===== src/rtl/decode_stage_pipe.sv =====
// decode_stage_pipe: KGP-RISC decode stage; splits and extends instruction fields
// behind a valid/ready handshake with an output register plus one skid register.
module decode_stage_pipe #(
    parameter int XLEN        = 32,
    parameter int CNT_W       = 16,
    parameter bit ILLEGAL_CHK = 1
) (
    input  logic             clk,
    input  logic             rst_n,
    input  logic             flush,
    input  logic             in_valid,
    output logic             in_ready,
    input  logic [31:0]      in_instr,
    input  logic [XLEN-1:0]  in_pc,
    output logic             out_valid,
    input  logic             out_ready,
    output logic [5:0]       out_opcode,
    output logic [4:0]       out_rs,
    output logic [4:0]       out_rt,
    output logic [XLEN-1:0]  out_imm1,
    output logic [XLEN-1:0]  out_imm2,
    output logic [XLEN-1:0]  out_label,
    output logic [XLEN-1:0]  out_pc,
    output logic             out_illegal,
    output logic [CNT_W-1:0] dec_count
);
    typedef struct packed {
        logic [5:0]      opcode;
        logic [4:0]      rs;
        logic [4:0]      rt;
        logic [XLEN-1:0] imm1;
        logic [XLEN-1:0] imm2;
        logic [XLEN-1:0] label;
        logic [XLEN-1:0] pc;
        logic            illegal;
    } rec_t;

    rec_t dec, or_q, sk_q;
    logic or_v, sk_v, accept, drain, sx1, sx2, legal;
    logic [5:0] op;

    assign op     = in_instr[31:26];
    assign sx1    = op == 6'b001110 || op == 6'b001111;
    assign sx2    = op == 6'b010000 || op == 6'b010001;
    assign legal  = op[5:2] == 4'b0000 || op[5:3] == 3'b001 || op[5:1] == 5'b01000 || op[5:3] == 3'b100;

    assign dec.opcode  = op;
    assign dec.rs      = in_instr[25:21];
    assign dec.rt      = in_instr[20:16];
    assign dec.imm1    = sx1 ? XLEN'($signed(in_instr[15:0])) : XLEN'(in_instr[15:0]);
    assign dec.imm2    = sx2 ? XLEN'($signed(in_instr[20:0])) : XLEN'(in_instr[20:0]);
    assign dec.label   = XLEN'(in_instr[25:0]);
    assign dec.pc      = in_pc;
    assign dec.illegal = ILLEGAL_CHK && !legal;

    assign in_ready = !sk_v;
    assign accept   = in_valid && !sk_v;
    assign drain    = or_v && out_ready;

    // Skid entry is always older than the input, so it refills OR first.
    always_ff @(posedge clk or negedge rst_n) begin
        if (!rst_n) begin
            or_v      <= 1'b0;
            sk_v      <= 1'b0;
            or_q      <= '0;
            sk_q      <= '0;
            dec_count <= '0;
        end else begin
            if (drain && dec_count != '1)
                dec_count <= dec_count + CNT_W'(1);
            if (flush) begin
                or_v <= 1'b0;
                sk_v <= 1'b0;
            end else if (drain || !or_v) begin
                if (sk_v) begin
                    or_q <= sk_q;
                    or_v <= 1'b1;
                    sk_v <= accept;
                    if (accept)
                        sk_q <= dec;
                end else begin
                    or_v <= accept;
                    if (accept)
                        or_q <= dec;
                end
            end else if (accept) begin
                sk_q <= dec;
                sk_v <= 1'b1;
            end
        end
    end

    assign out_valid   = or_v;
    assign out_opcode  = or_q.opcode;
    assign out_rs      = or_q.rs;
    assign out_rt      = or_q.rt;
    assign out_imm1    = or_q.imm1;
    assign out_imm2    = or_q.imm2;
    assign out_label   = or_q.label;
    assign out_pc      = or_q.pc;
    assign out_illegal = or_q.illegal;
endmodule


===== config.mk =====
export PLATFORM = sky130hd
export DESIGN_NAME = decode_stage_pipe
export DESIGN_NICKNAME = d
export VERILOG_FILES = /design/src/rtl/decode_stage_pipe.sv
export SDC_FILE = /design/constraint.sdc
export NUM_CORES = 1
export LEC_CHECK = 0
export CAP_MARGIN = 20
export CORE_MARGIN = 1
export CORE_UTILIZATION = 25
export CTS_CLUSTER_SIZE = 16
export DETAILED_ROUTE_END_ITERATION = 10
export PLACE_DENSITY = 0.53
export SLEW_MARGIN = 10
export SYNTH_ARGS = -nofsm -noshare
export SYNTH_HDL_FRONTEND = slang
export SYNTH_SLANG_ARGS = --single-unit
export TNS_END_PERCENT = 5

===== constraint.sdc =====
create_clock -name clk -period 1.87 [get_ports clk]
set_clock_uncertainty 0.05 [all_clocks]
set_input_delay 0.374 -clock clk [delete_from_list [all_inputs] [get_ports clk]]
set_output_delay 0.374 -clock clk [all_outputs]
set_load 0.01 [all_outputs]

==> results.cfg <==
[run_status]
outcome = finished clean

[die]
dieArea_mm2 = 0.02883
rows = 61
die_w_um = 169.8
start_util_pct = 25.40
die_h_um = 169.8
core_mm2 = 0.02771
io_pins = 232

[routing]
drc = 0
drt-wirelength-per-cell_um = 14.11
via_count = 4936
drt_iter0_drc = 128
routed_wl_um = 16770
viasPerCell = 4.155
drt-pass1-iter-count = 4
drtAntennaViolNets = 0

[timing]
fin_crit_ps = 1840
setup_viol = 0
fmax_ghz = 0.5436
rsz0062_at_grt = false
hold_ws_ps = 384.7
period_share_pct = 98.37
timing.final.hold_violations = 0
slew_viol_final = 0
setup_slack_ps = 30.49

[global_routing]
grt_pass1_wl_um = 26940
met3_usage_pct = 3.218
use_met2_pct = 19.14
busiest_layer = met2
use_met1_pct = 15.66
grt_max_degree = 59
first_global_vias = 4873
antenna_found_initial = 0
overflow = 0
track_usage_pct = 12.01

[power]
total_power_mw = 10.10
peakVddDrop_v = 0.0004162
leakage_nw = 4.329
powerDensity_mw_per_mm2 = 1001

[logic_synthesis]
yosys.area.top_type_share_pct = 54.04
synthCells = 613
synth_cell_types = 40
synth_top_cell_by_area = dfrtp_1
yosys-top-cells-area = dfrtp_1 54%, mux2_2 10%, mux2i_1 9.4%
ys.flop_type = dfrtp_1
synth_edf_count = 0
async_reset_ff_share_pct = 100.0
ys_warn_count = 0
yosysMostFrequentCell = dfrtp_1
synth.top_cells.by_count = 152 x dfrtp_1, 78 x buf_4, 74 x nor2_1
syn_avg_cell_area_um2 = 11.48
synth_area_mm2 = 0.007038
synth-seq-area-share_pct = 54.04
ys_ff_latch = 152

[setup_path]
path_buf_inv = 1
cp_top_family = buffers and inverters
critical_path.slowest_cell = clkdlybuf4s50_1
rr_endpoint = dec_count[1]
crit_type = reg2out
start_kind = flop
cp.required_ps = 1450
regToRegStartpoint = dec_count[0]
cpPeakStageDelay_ps = 560
cp_cell_sequence = clkdlybuf4s50_1
critPathMaxFanout = 6
cp.arrival_ps = 1420
end_kind = output port
reg2reg_setup_slack_ps = 180
r2r_cells = 5

[clock_network]
clkLatencyLatePin_ps = 430
cts_max_path_buffers = 2
cts_root_buf = clkbuf_16
cts_max_level = 4
cts_tree = yes
cts_sinks = 152
cts_made_buffers = 17
clk_pin_slew_ps = 70

[flow_run]
max_cap_violations = 0

[place]
place_worst_setup_slack_ps = -309.9
place_inst = 1151
io_buffers = 225
hpwl_um = 11790
place_area_mm2 = 0.009512
gp_congestion = 0.7850

[min_path]
hp-class = in2async

[cells_and_area]
final_cells = 1188
antenna_cells = 0
design_area_mm2 = 0.01009
drive_gt1_share_pct = 18.52
fin_nets = 867
area_growth_pct = 43.41
[state kept, by name, indices dropped and copies added, names as in the netlist]
| name | flops |
|---|---|
| sk_q | 67 |
| out_pc | 32 |
| out_imm1 | 17 |
| dec_count | 16 |
| out_opcode | 6 |
| out_rs | 4 |
| out_rt | 4 |
| out_imm2 | 2 |
| out_illegal | 1 |
| out_label | 1 |
| out_valid | 1 |
| sk_v | 1 |
[stage by stage]
stage	utilization [%]	setup TNS, ps
after CTS	36.21	-18.58
after global routing	36.43	0
final	36.43	0
after detailed placement	34.33	-30950
after global placement	34.33	-28630
after floorplan	-	0
[layout by cell type, fill, tap and decap left out, drive strengths merged, types with 3 or more instances in the layout]
| cell | count |
|---|---|
| mux2 | 64 |
| o21ai | 5 |
| nand4 | 6 |
| nor3 | 7 |
| mux2i | 66 |
| nor4 | 5 |
| xor2 | 9 |
| o21a | 3 |
| buf | 44 |
| dlygate4sd2 | 31 |
| clkbuf | 17 |
| a21oi | 73 |
| clkinv | 8 |
| dfrtp | 152 |
| dlymetal6s2s | 13 |
| nor2 | 74 |
| nand3 | 3 |
| conb | 6 |
| inv | 9 |
| clkdlybuf4s50 | 180 |
| nand2 | 16 |
[where the power goes]
group,switching (mW),internal (mW),total [mW]
clock network,1.52,1.73,3.25
registers,0.421,3.94,4.36
logic,0.984,1.51,2.49
[worst max-delay path by stage]
stage	from	to	depth (start not counted)	slack, ps
after detailed placement	out_ready	out_pc[13]	7	-310
after global placement	out_ready	out_opcode[1]	7	-270
after CTS	out_imm2[30]	out_imm2[27]	1	-20
final	dec_count[5]	dec_count[5]	1	30
after global routing	dec_count[13]	dec_count[13]	1	0.3
after floorplan	dec_count[8]	dec_count[1]	4	220
[final cells by class]
cell class,count,area [um2]
tap,378,473.0
timing repair buffer,269,2718
fill,2788,17610
clock buffer,17,425.4
sequential,152,3812
clock inverter,15,117.6
inverter,3,11.26
multi-input combinational,354,2536
[routing by layer]
| metal | part of all wire, % | vias up |
|---|---|---|
| met3 | 5.9 | 10 |
| met5 | 0 | - |
| met1 | 46 | 2393 |
| met4 | 1.2 | 0 |
| li1 | - | 2400 |
| met2 | 47 | 133 |
[repair_timing]
action / in CTS / in global routing
pin swaps: 0 / 0
gates resized for setup: 35 / 13
endpoints found under the hold margin: 38 / 0
endpoints found under the setup margin: 34 / 14
hold buffers: 1 / 0
setup buffers: 0 / 4
[logic make-up (layout without fill, tap and decap cells)]
group	Yosys count	count (layout)	synth area share, %
and+or+nand+nor	118	118	7.662
xor gates and xnor gates	10	10	1.245
muxes	130	130	19.63
DFF	152	152	54.04
buffers and inverters	112	304	10.45
adders and majority gates	1	1	0.1777
AOI/OAI and AO/OA	89	89	6.738
other	1	6	0.05328
Note: power is estimated with default switching activity, not from simulation.
